===== src/rtl/oam_dma.sv =====
// OAM DMA engine: a write to FF46 copies 160 bytes from page {DMA,00}
// (echo pages E0..FF fold down by 0x20) into OAM, one byte every
// CYCLES_PER_BYTE clocks. While the copy runs, the CPU only gets the bus
// for high RAM (FF80..FFFE).
module oam_dma #(
  parameter int CYCLES_PER_BYTE = 4
) (
  input  logic        clock,
  input  logic        reset,
  input  logic [15:0] cpu_addr,
  input  logic [7:0]  cpu_di,
  input  logic        cpu_wr,
  input  logic        cpu_rd,
  output logic [7:0]  cpu_do,
  output logic        cpu_grant,
  output logic        dma_active,
  output logic [15:0] src_addr,
  output logic        src_rd,
  input  logic [7:0]  src_di,
  output logic [7:0]  oam_addr,
  output logic [7:0]  oam_do,
  output logic        oam_wr
);

  typedef enum logic [1:0] {
    IDLE  = 2'd0,
    START = 2'd1,
    XFER  = 2'd2
  } state_t;

  localparam logic [15:0] REG_ADDR  = 16'hFF46;
  localparam logic [15:0] HRAM_LO   = 16'hFF80;
  localparam logic [15:0] HRAM_HI   = 16'hFFFE;
  localparam logic [7:0]  IDX_LAST  = 8'd159;
  localparam logic [3:0]  SLOT_LAST = 4'(CYCLES_PER_BYTE - 1);

  state_t      state, next_state;
  logic [7:0]  idx, next_idx;
  logic [3:0]  slot, next_slot;
  logic [7:0]  dma_reg;
  logic [7:0]  src_page;
  logic        reg_write;
  logic        reg_read;
  logic        in_hram;

  assign reg_write = cpu_wr && (cpu_addr == REG_ADDR);
  assign reg_read  = cpu_rd && !cpu_wr && (cpu_addr == REG_ADDR);
  assign in_hram   = (cpu_addr >= HRAM_LO) && (cpu_addr <= HRAM_HI);

  // State and byte/slot counters; reset drops any transfer in flight at once
  always_ff @(posedge clock or posedge reset) begin
    if (reset) begin
      state <= IDLE;
      idx   <= 8'd0;
      slot  <= 4'd0;
    end else begin
      state <= next_state;
      idx   <= next_idx;
      slot  <= next_slot;
    end
  end

  // DMA page register; CPU writes always land, even mid-transfer
  always_ff @(posedge clock or posedge reset) begin
    if (reset) begin
      dma_reg <= 8'hFF;
    end else if (reg_write) begin
      dma_reg <= cpu_di;
    end
  end

  // Registered readback of the page register, held between reads
  always_ff @(posedge clock or posedge reset) begin
    if (reset) begin
      cpu_do <= 8'h00;
    end else if (reg_read) begin
      cpu_do <= dma_reg;
    end
  end

  // Next-state logic: a register write restarts from START in any state
  always_comb begin
    next_state = state;
    next_idx   = idx;
    next_slot  = slot;
    case (state)
      IDLE: begin
        next_idx  = 8'd0;
        next_slot = 4'd0;
      end
      START: begin
        next_state = XFER;
        next_idx   = 8'd0;
        next_slot  = 4'd0;
      end
      XFER: begin
        if (slot == SLOT_LAST) begin
          next_slot = 4'd0;
          if (idx == IDX_LAST) begin
            next_state = IDLE;
            next_idx   = 8'd0;
          end else begin
            next_idx = idx + 8'd1;
          end
        end else begin
          next_slot = slot + 4'd1;
        end
      end
      default: begin
        next_state = IDLE;
        next_idx   = 8'd0;
        next_slot  = 4'd0;
      end
    endcase
    if (reg_write) begin
      next_state = START;
      next_idx   = 8'd0;
      next_slot  = 4'd0;
    end
  end

  // Source address: echo-RAM pages fold onto the work RAM below them
  always_comb begin
    src_page = (dma_reg < 8'hE0) ? dma_reg : (dma_reg - 8'h20);
    src_addr = {src_page, 8'h00} + {8'h00, idx};
  end

  // Strobes decode from registered state; the source answers one clock
  // after src_rd, so slot 1 forwards src_di straight into OAM
  always_comb begin
    dma_active = (state != IDLE);
    src_rd     = (state == XFER) && (slot == 4'd0);
    oam_wr     = (state == XFER) && (slot == 4'd1);
    oam_addr   = idx;
    oam_do     = src_di;
    cpu_grant  = !dma_active || in_hram;
  end

endmodule


===== config.mk =====
export PLATFORM = sky130hd
export DESIGN_NAME = oam_dma
export DESIGN_NICKNAME = d
export VERILOG_FILES = /design/src/rtl/oam_dma.sv
export SDC_FILE = /design/constraint.sdc
export NUM_CORES = 1
export LEC_CHECK = 0
export ABC_AREA = 1
export ABC_CLOCK_PERIOD_IN_PS = 1300
export CORE_MARGIN = 2
export CORE_UTILIZATION = 39
export CTS_BUF_LIST = sky130_fd_sc_hd__clkbuf_16
export DETAILED_ROUTE_END_ITERATION = 10
export PLACE_DENSITY = 0.78
export SETUP_SLACK_MARGIN = 0.15
export SKIP_CTS_REPAIR_TIMING = 1
export SYNTH_ARGS = -nofsm -noshare
export SYNTH_HDL_FRONTEND = slang
export SYNTH_SLANG_ARGS = --single-unit

===== constraint.sdc =====
create_clock -name clock -period 1.3 [get_ports clock]
set_clock_uncertainty 0.05 [all_clocks]
set_input_delay 0.26 -clock clock [delete_from_list [all_inputs] [get_ports clock]]
set_output_delay 0.26 -clock clock [all_outputs]
set_load 0.005 [all_outputs]

==> flow_metrics.py <==
metrics = {
    "run_status": {
        "status": "complete, but fails checks",
        "violations": "setup timing",
    },
    "routing": {
        "via_count": 2128,
        "drt-total-wl_um": 6660,
        "ant_nets": 0,
        "drc": 0,
        "dr.pass1.iters": 4,
        "drt_iter0_drc": 135,
        "wl_per_cell_um": 15.4,
        "viasPerCell": 4.91,
    },
    "cells_and_area": {
        "diodes": 0,
        "final_net_count": 406,
        "fin_cells": 433,
        "finalInstanceArea_mm2": 0.00356,
        "layout-drive-gt1-share": 0.612,
        "final_cell_mix": "buf_4 (42), nand2_1 (35), inv_1 (31)",
        "area_growth_pct": 80.6,
        "layout_commonest_cell": "buf_4",
        "post-route-util": 0.744,
    },
    "sta": {
        "whs_ps": 299,
        "hold_violations": 0,
        "max_slew_margin": 0.774,
        "setup_viol": 19,
        "slew_violations": 0,
        "tns_ps": -3770,
        "rsz0062_at_grt": "true",
        "min_period_ps": 1720,
        "period_share": 1.32,
        "max_freq_mhz": 581,
        "fin_ws_ps": -420,
        "worst_pin_slew_ps": 339,
    },
    "hold_path": {
        "hold_end": "state[0]$_DFFE_PP0P_",
        "hp-class": "input pin to flip-flop",
        "worstHoldStart": "cpu_wr",
        "hold_depth": 3,
    },
    "floorplanning": {
        "fp.coreArea_mm2": 0.00479,
        "dieWidth_um": 75.1,
        "initial_utilization": 0.412,
        "rows": 25,
        "die_h_um": 75.1,
        "die_area_mm2": 0.00564,
        "io_pins": 80,
    },
    "worst_setup_path": {
        "cp.arrival_ps": 1410,
        "cp_cell_sequence": "inv_2, ha_4, nand3_2, nand2_1, inv_1, buf_2",
        "worstPathRequired_ps": 990,
        "slowest_delay_ps": 540,
        "r2r_start": "state[1]$_DFFE_PP0P_",
        "critPathKind": "flip-flop to output pin",
        "worst_path_max_delay_cell": "dfstp_2",
        "reg2reg_depth": 7,
        "critPathCaptureType": "output pin",
        "reg2reg_to": "oam_addr[4]$_DFFE_PP0P_",
        "cp-start-kind": "flip-flop",
        "r2r_slack_ps": -350,
        "cp_max_fo": 2,
    },
    "clocking": {
        "clockBufferDepth": 2,
        "clkLatencyLatePin_ps": 280,
        "cts_sinks": 30,
        "cts_tree": "yes",
        "h-tree-depth": 2,
        "path_clk_slew_ps": 50,
        "cts_made_buffers": 5,
        "root_buffer": "clkbuf_16",
    },
    "global_routing": {
        "grt_max_degree": 31,
        "overflow": 0,
        "grt_pass1_vias": 1738,
        "grt_use_total": 0.165,
        "grt_pass1_wl_um": 7270,
        "antenna_found_initial": 0,
    },
    "power": {
        "p_per_area_mw_per_mm2": 1170,
        "vdd_drop_max_v": 0.000743,
        "power_leakage_nw": 1.94,
        "power_mw": 4.17,
    },
    "place": {
        "dp_hpwl_um": 3400,
        "place_area_mm2": 0.00284,
        "pre_cts_ws_ps": -681,
        "place_congestion": 0.814,
        "dp.cells": 394,
        "io_buffers": 63,
    },
    "synth": {
        "synth_nets": 295,
        "avgSynthCellArea_um2": 7.76,
        "synth.distinct_cells": 26,
        "syn_inst": 254,
        "yosysWarnings": 0,
        "syn_area_mm2": 0.00197,
        "yosysSeqAreaShare": 0.386,
        "synth-seq-cells": 30,
    },
    "flow_run": {
        "maxCapViolCount": 0,
    },
}
[cell type report]
cell class	count	area [µm²]
multi-input cells	159	1230
fillers	323	1220
repair buffers	126	1150
flip-flops and latches	30	771
inverters	42	174
clock buffers	5	125
well taps	67	83.8
clock inverters	3	11.3
repair inverters	1	11.3
[cells in the mapped netlist]
| cell type | count | area share |
|---|---|---|
| nor3b_1 | 1 | 0.0038 |
| nand3_1 | 25 | 0.063 |
| a21oi_2 | 8 | 0.036 |
| buf_6 | 3 | 0.017 |
| ha_1 | 5 | 0.032 |
| nand3_4 | 1 | 0.0089 |
| o21ai_2 | 9 | 0.040 |
| nor2_2 | 10 | 0.032 |
| nand4_4 | 1 | 0.011 |
| nor2_1 | 23 | 0.044 |
| or2_1 | 2 | 0.0063 |
| nand2_4 | 1 | 0.0057 |
| nand2_1 | 59 | 0.11 |
| inv_1 | 38 | 0.072 |
| inv_2 | 3 | 0.0057 |
| inv_4 | 1 | 0.0032 |
| buf_4 | 21 | 0.080 |
| xor2_1 | 2 | 0.0089 |
| o21ai_0 | 1 | 0.0025 |
| or2_2 | 1 | 0.0032 |
| a21oi_1 | 1 | 0.0025 |
| dfrtp_1 | 22 | 0.28 |
| nand4_1 | 5 | 0.016 |
| nor3_1 | 2 | 0.0051 |
| o211ai_1 | 1 | 0.0038 |
| dfstp_2 | 8 | 0.11 |
[metal layers]
metal	global-route usage	wire (µm)	vias up	share of wire
li1	-	-	1000	-
met1	0.199	2480	1012	0.37
met2	0.295	3560	95	0.53
met3	0.0335	411	21	0.062
met4	0.0496	216	0	0.032
met5	0	0	-	0
[cells by family (layout without fill, tap and decap cells)]
group / count (synthesis) / after routing / synth area share
and+or+nand+nor: 131 / 132 / 0.311
buffers and inverters: 66 / 177 / 0.178
DFF: 30 / 30 / 0.386
AOI/OAI and AO/OA: 20 / 20 / 0.0844
adders and majority gates: 5 / 5 / 0.0317
xor gates and xnor gates: 2 / 2 / 0.00888
[critical path, delay by kind of cell, from the launching register on]
family	cells	cell delay (ps)
flip-flops	1	540
AND/OR/NAND/NOR	2	120
adder cells (fa/ha/maj)	1	260
buffers and inverters	3	220
[where the power goes]
| group | leakage [nW] | switching, mW | internal (mW) |
|---|---|---|---|
| registers | 0.363 | 0.114 | 1.06 |
| clock network | 0.0738 | 0.397 | 0.687 |
| logic | 1.50 | 0.920 | 0.988 |
| total | 1.94 | 1.43 | 2.74 |
[how the worst max path moves through the flow]
stage / cells past startpoint / slack [ps] / start / to
global route: 6 / -450 / dma_reg[5]$_DFFE_PP1P_ / src_addr[14]
global placement: 6 / -650 / cpu_addr[14] / cpu_grant
finish: 6 / -420 / dma_reg[5]$_DFFE_PP1P_ / src_addr[14]
floorplan: 5 / -0.5 / dma_reg[6]$_DFFE_PP1P_ / src_addr[14]
detailed placement: 6 / -680 / cpu_addr[15] / cpu_grant
CTS: 6 / -760 / dma_reg[6]$_DFFE_PP1P_ / src_addr[14]
Power figures use the tool's default switching activity.
